<file path="src/rtl/fetch_queue.sv">
// Instruction prefetch FIFO between the fetch stage and the IF/ID register.
// Holds {pc, inst} pairs; flush drops everything on a redirect.
module fetch_queue #(
  parameter int DEPTH = 4,
  parameter int XLEN  = 32
) (
  input  logic                       clk,
  input  logic                       rst,
  input  logic                       flush,
  input  logic                       in_valid,
  output logic                       in_ready,
  input  logic [XLEN-1:0]            in_pc,
  input  logic [XLEN-1:0]            in_inst,
  output logic                       out_valid,
  input  logic                       out_ready,
  output logic [XLEN-1:0]            out_pc,
  output logic [XLEN-1:0]            out_inst,
  output logic [$clog2(DEPTH+1)-1:0] count
);

  localparam int AW = $clog2(DEPTH);
  localparam int CW = $clog2(DEPTH+1);

  logic [2*XLEN-1:0] mem_reg [DEPTH];
  logic [AW-1:0]     rd_ptr_reg, rd_ptr_next;
  logic [AW-1:0]     wr_ptr_reg, wr_ptr_next;
  logic [CW-1:0]     count_reg, count_next;
  logic              push, pop;

  assign in_ready  = (count_reg != CW'(DEPTH));
  assign out_valid = (count_reg != '0);
  assign push      = in_valid & in_ready;
  assign pop       = out_valid & out_ready;
  assign count     = count_reg;

  // Head fields are forced to zero while empty so stale storage never leaks out.
  assign out_pc   = out_valid ? mem_reg[rd_ptr_reg][2*XLEN-1:XLEN] : '0;
  assign out_inst = out_valid ? mem_reg[rd_ptr_reg][XLEN-1:0]      : '0;

  always_comb begin
    rd_ptr_next = rd_ptr_reg;
    wr_ptr_next = wr_ptr_reg;
    count_next  = count_reg;
    if (flush) begin
      rd_ptr_next = '0;
      wr_ptr_next = '0;
      count_next  = '0;
    end else begin
      if (push) wr_ptr_next = wr_ptr_reg + AW'(1);
      if (pop)  rd_ptr_next = rd_ptr_reg + AW'(1);
      case ({push, pop})
        2'b10:   count_next = count_reg + CW'(1);
        2'b01:   count_next = count_reg - CW'(1);
        default: count_next = count_reg;
      endcase
    end
  end

  always_ff @(posedge clk) begin
    if (rst) begin
      rd_ptr_reg <= '0;
      wr_ptr_reg <= '0;
      count_reg  <= '0;
    end else begin
      rd_ptr_reg <= rd_ptr_next;
      wr_ptr_reg <= wr_ptr_next;
      count_reg  <= count_next;
    end
  end

  // Storage needs no reset; a flushed or reset cycle must not write.
  always_ff @(posedge clk) begin
    if (!rst && !flush && push) begin
      mem_reg[wr_ptr_reg] <= {in_pc, in_inst};
    end
  end

  // An underflow wraps count past DEPTH, so one bound catches both faults.
  count_in_range: assert property (@(posedge clk) disable iff (rst) count_reg <= CW'(DEPTH))
    else $error("fetch_queue count out of range: %0d", count_reg);

endmodule

</file>
<file path="config.mk">
export PLATFORM = sky130hd
export DESIGN_NAME = fetch_queue
export DESIGN_NICKNAME = d
export VERILOG_FILES = /design/src/rtl/fetch_queue.sv
export SDC_FILE = /design/constraint.sdc
export NUM_CORES = 1
export LEC_CHECK = 0
export CAP_MARGIN = 15
export CORE_ASPECT_RATIO = 2
export CORE_MARGIN = 1.5
export CORE_UTILIZATION = 29
export CTS_CLUSTER_SIZE = 16
export DETAILED_ROUTE_END_ITERATION = 7
export SYNTH_ARGS = -nofsm -noshare
export SYNTH_HDL_FRONTEND = slang
export SYNTH_SLANG_ARGS = --single-unit
</file>
<file path="constraint.sdc">
create_clock -name clk -period 3.5 [get_ports clk]
set_clock_uncertainty 0.1 [all_clocks]
set_input_delay 0.525 -clock clk [delete_from_list [all_inputs] [get_ports clk]]
set_output_delay 0.525 -clock clk [all_outputs]
set_load 0.05 [all_outputs]
</file>
==> results.toml, run 1 <==
[run_status]
status = "finished clean"

[logic_synthesis]
synthSimpleGateAreaFrac_pct = 5.02
synthTopCellsByCount = "edfxtp_1 (256), and2_1 (64), mux4_2 (64), clkbuf_1 (9), dfxtp_1 (9)"
synth.net_count = 534
synth_xor_area_share_pct = 0.344
ys_types = 27
synth_mux_area_share_pct = 14.3
syn_area_um2 = 10200
synth_area_leaders = "edfxtp_1 (76%), mux4_2 (14%), and2_1 (3.9%)"
yosysSeqAreaShare_pct = 77.3
synth_top_area_share_pct = 75.6
yosysWarnings = 0
synth_edf_count = 256
yosysTopAreaCell = "edfxtp_1"
synthCells = 459
synthMostInstantiatedCell = "edfxtp_1"
ys_ff_latch = 265
synthArstFlopShare_pct = 0
synth_top_family_by_area = "multiplexers"
yosys_most_used_dff = "edfxtp_1"
yosys.area_share.adder_pct = 0.812
syn_area_per_cell_um2 = 22.2
synth_compound_area_share_pct = 0.430

[sta]
fin_crit_sh_pct = 96.7
slew_headroom_pct = 60.0
setup-violations-final = 0
finalCriticalPeriod_ns = 3.38
setup_tns_ns = 0
grt_setup_unrepaired = "false"
fmax_ghz = 0.295
hold_viol_final = 0
timing.final.ws_setup_ns = 0.116
slew_violations = 0
tightestPinTransition_ns = 0.598

[routing]
totalWireLength_mm = 21.4
routed_via_density = 4.46
wl_per_cell_um = 19.9
drtIter0Drc = 183
vias = 4795
drtPass1Iterations = 6
antenna_left = 0
post-route-drc-count = 0

[floorplan]
start_util_pct = 29.5
coreArea_um2 = 34500
io_pins = 138
dieArea_um2 = 36300
num_rows = 96
die_x_um = 135
die_y_um = 268

[place]
dp.cells = 1030
post-place-ws_ns = 0.538
io_buffers = 137
dp_hpwl_mm = 13.4
gp_congestion = 0.683
placed_cell_area_um2 = 12200

[finish]
fin_area_um2 = 13000
fillerInstances = 3137
final_nets = 690
syn_to_final_growth_pct = 27.8
largest_reg_flops = 256
multi_input_comb_area_um2 = 2140
drive_above_1_share_pct = 20.9
stdcell_count = 1076
ff_latch_area_um2 = 7880

[critical_path]
crit_chain = "buf_12, mux4_2, and2_1, clkdlybuf4s50_1"
worst-path-max-fanout = 32
required_ns = 2.87
cp-endpoint = "out_inst[25]"
r2r_slack_ns = 0.91
crit-reg2reg-launch = "count[2]"
crit_path_start_kind = "flip-flop"
end_kind = "output pin"
slowest_delay_ns = 0.70
critPathKind = "flip-flop to output pin"
critPathArrivalTime_ns = 2.76
slowest_stage = "clkdlybuf4s50_1"
reg2reg_to = "count[2]"
reg2reg_depth = 9

[clocking]
clk_pin_slew_ns = 0.06
cts_tree = "done"
cts_made_buffers = 24
cts_hold_buf = 0
cts_setup_buffers = 0
cts_buffer_depth = 3
cts_root_buf = "clkbuf_16"
insertion_delay_ns = 0.52
clock-sinks = 265
cts-htree-levels = 1

[grt]
antenna_found_initial = 4
track_usage_pct = 11.9
overflow = 0
grt_pass1_vias = 5258
grt_max_degree = 66
grt_pass1_wl_mm = 31.5

[power]
vdd_drop_max_mv = 0.355
p_leak_uw = 0.00419
power_density_nw_per_um2 = 518

[min_path]
min_path_type = "flip-flop to flip-flop"

[run]
drv_cap = 0
## stage by stage
step	util, %	hold WS, ns	total power (µW)
finish	37.7	0.404	6740
detailed placement	35.3	0.403	4140
CTS	37.6	0.412	6850
global placement	35.3	0.390	4130
global route	37.7	0.445	6960
floorplan	-	0.369	3890
## layout make-up
class                           instances  area share, %
Antenna cell                            2         0.0385
Multi-Input combinational cell        164           16.5
Sequential cell                       265           60.6
Inverter                                7          0.202
Timing Repair Buffer                  153           12.3
Tap cell                              441           4.25
Clock buffer                           28           4.90
Clock inverter                         16           1.25
## placed cells by master, fill, tap and decap left out, types with 2 or more instances in the layout
cell,synthesis,routed
a21oi_1,2,2
and2_1,64,64
and3_4,0,4
buf_12,0,7
buf_4,1,10
bufinv_16,0,3
clkbuf_1,9,3
clkbuf_16,0,25
clkdlybuf4s50_1,0,126
clkinv_1,0,3
clkinv_2,0,6
clkinvlp_4,0,3
dfxtp_1,9,7
dfxtp_4,0,2
diode_2,0,2
dlymetal6s2s_1,0,9
edfxtp_1,256,256
ha_1,5,5
inv_1,7,7
mux4_2,64,64
nand2_1,2,2
nor2_1,7,7
or3_2,1,2
xor2_1,4,4
## logic make-up (layout without fill, tap and decap cells)
family          count (synthesis)  after routing
other cells                     0              2
simple gates                   83             83
compound gates                  6              6
fa+ha+maj                       6              6
xor+xnor                        4              4
mux                            65             65
flops                         265            265
buf+inv                        30            204
## power by group
group	internal, µW	switching (µW)	total (µW)
registers	3510	11.2	3520
clock network	1530	1150	2680
logic	219	317	536
## metal layers
layer / up-vias / GRT usage (%) / wire length, µm
met3: 29 / 2.04 / 844
met1: 2496 / 11.9 / 7470
met2: 99 / 23.1 / 12500
met4: 4 / 5.58 / 582
met5: - / 0 / 22
li1: 2167 / - / -
## how the worst min path moves through the flow
stage | startpoint | endpoint | slack [ns] | cells after the start
floorplan | wr_ptr_reg[0] | wr_ptr_reg[0] | 0.37 | 2
global placement | wr_ptr_reg[0] | wr_ptr_reg[0] | 0.39 | 2
detailed placement | wr_ptr_reg[0] | wr_ptr_reg[0] | 0.40 | 2
CTS | wr_ptr_reg[0] | wr_ptr_reg[0] | 0.41 | 2
global route | wr_ptr_reg[0] | wr_ptr_reg[0] | 0.44 | 2
finish | wr_ptr_reg[0] | wr_ptr_reg[0] | 0.40 | 2
## critical path: cells and delay by family, from the launching register on
kind / cells / cell delay, ns
AND/OR/NAND/NOR: 1 / 0.17
flip-flops: 1 / 0.47
multiplexers: 1 / 0.56
buffers and inverters: 2 / 1.01
## repair_timing
item | CTS | global route
gates resized for setup | 1 | 9
gates cloned | 0 | 0
endpoints found under the setup margin | 5 | 9
No activity file was read; power rests on OpenSTA's default activity.
==> run 2: changes to the inputs <==
Settings changed: CAP_MARGIN 15 to unset, CORE_UTILIZATION 29 to 38, SKIP_LAST_GASP set to 1.
==> results.toml, run 2 (synthesized netlist as in run 1, its figures left out) <==
[min_path]
hp-start = "wr_ptr_reg[0]"
whs_endpoint = "wr_ptr_reg[0]"
whs_path_depth = 2
min_path_type = "flip-flop to flip-flop"

[critical_path]
critPathKind = "flip-flop to output pin"
crit-reg2reg-launch = "count[2]"
r2r_slack_ns = 0.83
reg2reg_to = "count[2]"
required_ns = 2.87
worst-path-max-fanout = 23
reg2reg_depth = 9
end_kind = "output pin"
critPathArrivalTime_ns = 2.69
crit_path_start_kind = "flip-flop"

[floorplan]
die_y_um = 234
num_rows = 84
start_util_pct = 38.7
io_pins = 138
dieArea_um2 = 27800
coreArea_um2 = 26300
die_x_um = 119

[routing]
met2_length_mm = 11.3
post-route-drc-count = 0
routed_via_density = 4.93
drtIter0Drc = 279
vias = 4796
wl_per_cell_um = 20.6
antenna_left = 0
totalWireLength_mm = 20.0
maxUsedRoutingLayer = "met4"
drt-met1-wl_mm = 7.21
drtPass1Iterations = 4
wl_met3_um = 784

[clocking]
cts_buffer_depth = 3
cts_made_buffers = 24
cts_hold_buf = 0
insertion_delay_ns = 0.52
cts-htree-levels = 1
cts.repair.resized = 2
clock-sinks = 265
cts_tree = "done"
cts_setup_buffers = 0
clk_pin_slew_ns = 0.07
cts_root_buf = "clkbuf_16"

[finish]
mostFrequentLayoutCell = "edfxtp_1"
fillerInstances = 2220
final_nets = 685
largest_reg_flops = 256
ff_latch_area_um2 = 7880
most-common-layout-cells = "edfxtp_1 (256), clkdlybuf4s50_1 (137), mux4_2 (64), and2_1 (64), clkbuf_16 (25)"
multi_input_comb_area_um2 = 2140
drive_above_1_share_pct = 18.8
syn_to_final_growth_pct = 25.8

[power]
p_leak_uw = 0.00400
pwr-share-comb_pct = 8.0
pwr-share-clk_pct = 39.3
power_density_nw_per_um2 = 522
sw_frac_of_total_pct = 20.8
p_seq_share_pct = 52.7
intPower_uw = 5290
power.switching_uw = 1390
vdd_drop_max_mv = 0.308

[grt]
antenna_found_initial = 1
grt_pass1_vias = 5435
overflow = 0
grt_max_degree = 65
track_usage_pct = 14.6
grt_pass1_wl_mm = 30.5

[sta]
tightestPinTransition_ns = 0.536
timing.final.ws_setup_ns = 0.189
slew_violations = 0
slew_headroom_pct = 64.2
grt_setup_unrepaired = "false"
setup_tns_ns = 0
hold_viol_final = 0
setup-violations-final = 0
hold_ws_ns = 0.407
fin_crit_sh_pct = 94.6
finalCriticalPeriod_ns = 3.31
fmax_ghz = 0.302

[run]
drv_cap = 0

[place]
post-place-ws_ns = 0.401
io_buffers = 137
gp_congestion = 0.732
dp_hpwl_mm = 12.1

[run_status]
status = "finished clean"
-- run 2: final cells by class --
class,count,area share [%]
timing repair buffer,148,12.0
tap,344,3.36
clock buffer,38,5.35
sequential,265,61.5
antenna,1,0.0196
multi-input combinational,164,16.7
clock inverter,6,0.811
inverter,7,0.205
-- run 2: critical path: stages (launching register included) --
cell,delay [ns]
dfxtp_4,0.37
buf_6,0.31
mux4_2,0.59
and2_1,0.19
clkdlybuf4s50_1,0.69
-- run 2: metal layers --
metal / vias to the layer above / global-route usage, %
met2: 107 / 28.1
met3: 36 / 2.29
met4: 0 / 6.59
li1: 2151 / -
met1: 2502 / 15.6
met5: - / 0
-- run 2: power groups by stage --
stage | Sequential [µW] | Clock [µW] | Combinational [µW]
final | 3520 | 2630 | 537
after global routing | 3520 | 2820 | 567
after CTS | 3520 | 2710 | 547
after detailed placement | 3590 | 0 | 544
after global placement | 3590 | 0 | 534
after floorplan | 3590 | 0 | 296
-- run 2: how the worst max path moves through the flow --
stage          slack, ns  cells after the start       from            to
2_1_floorplan       0.51                     10   count[2]      count[2]
3_3_place_gp        0.45                      4   count[1]   out_inst[9]
3_5_place_dp        0.40                      4   count[0]  out_inst[10]
4_1_cts             0.11                      4   count[0]  out_inst[10]
5_1_grt             0.04                      4   count[0]  out_inst[10]
6_report            0.19                      4  flip-flop     out_pc[4]
-- run 2: per-stage QoR --
stage                     util (%)  power (µW)  std cells  cell area, µm²
after detailed placement      45.7        4130        928           12000
after CTS                     48.7        6780        972           12800
after global placement        45.7        4120        928           12000
final                         48.7        6690        973           12800
after global routing          48.7        6910        973           12800
after floorplan                  -        3890        459           10200
==> run 3: changes to the inputs <==
Settings changed: CAP_MARGIN set to 20.
==> results of run 3 <==
No change in the layout: final DEF, timing and power equal those of run 2.
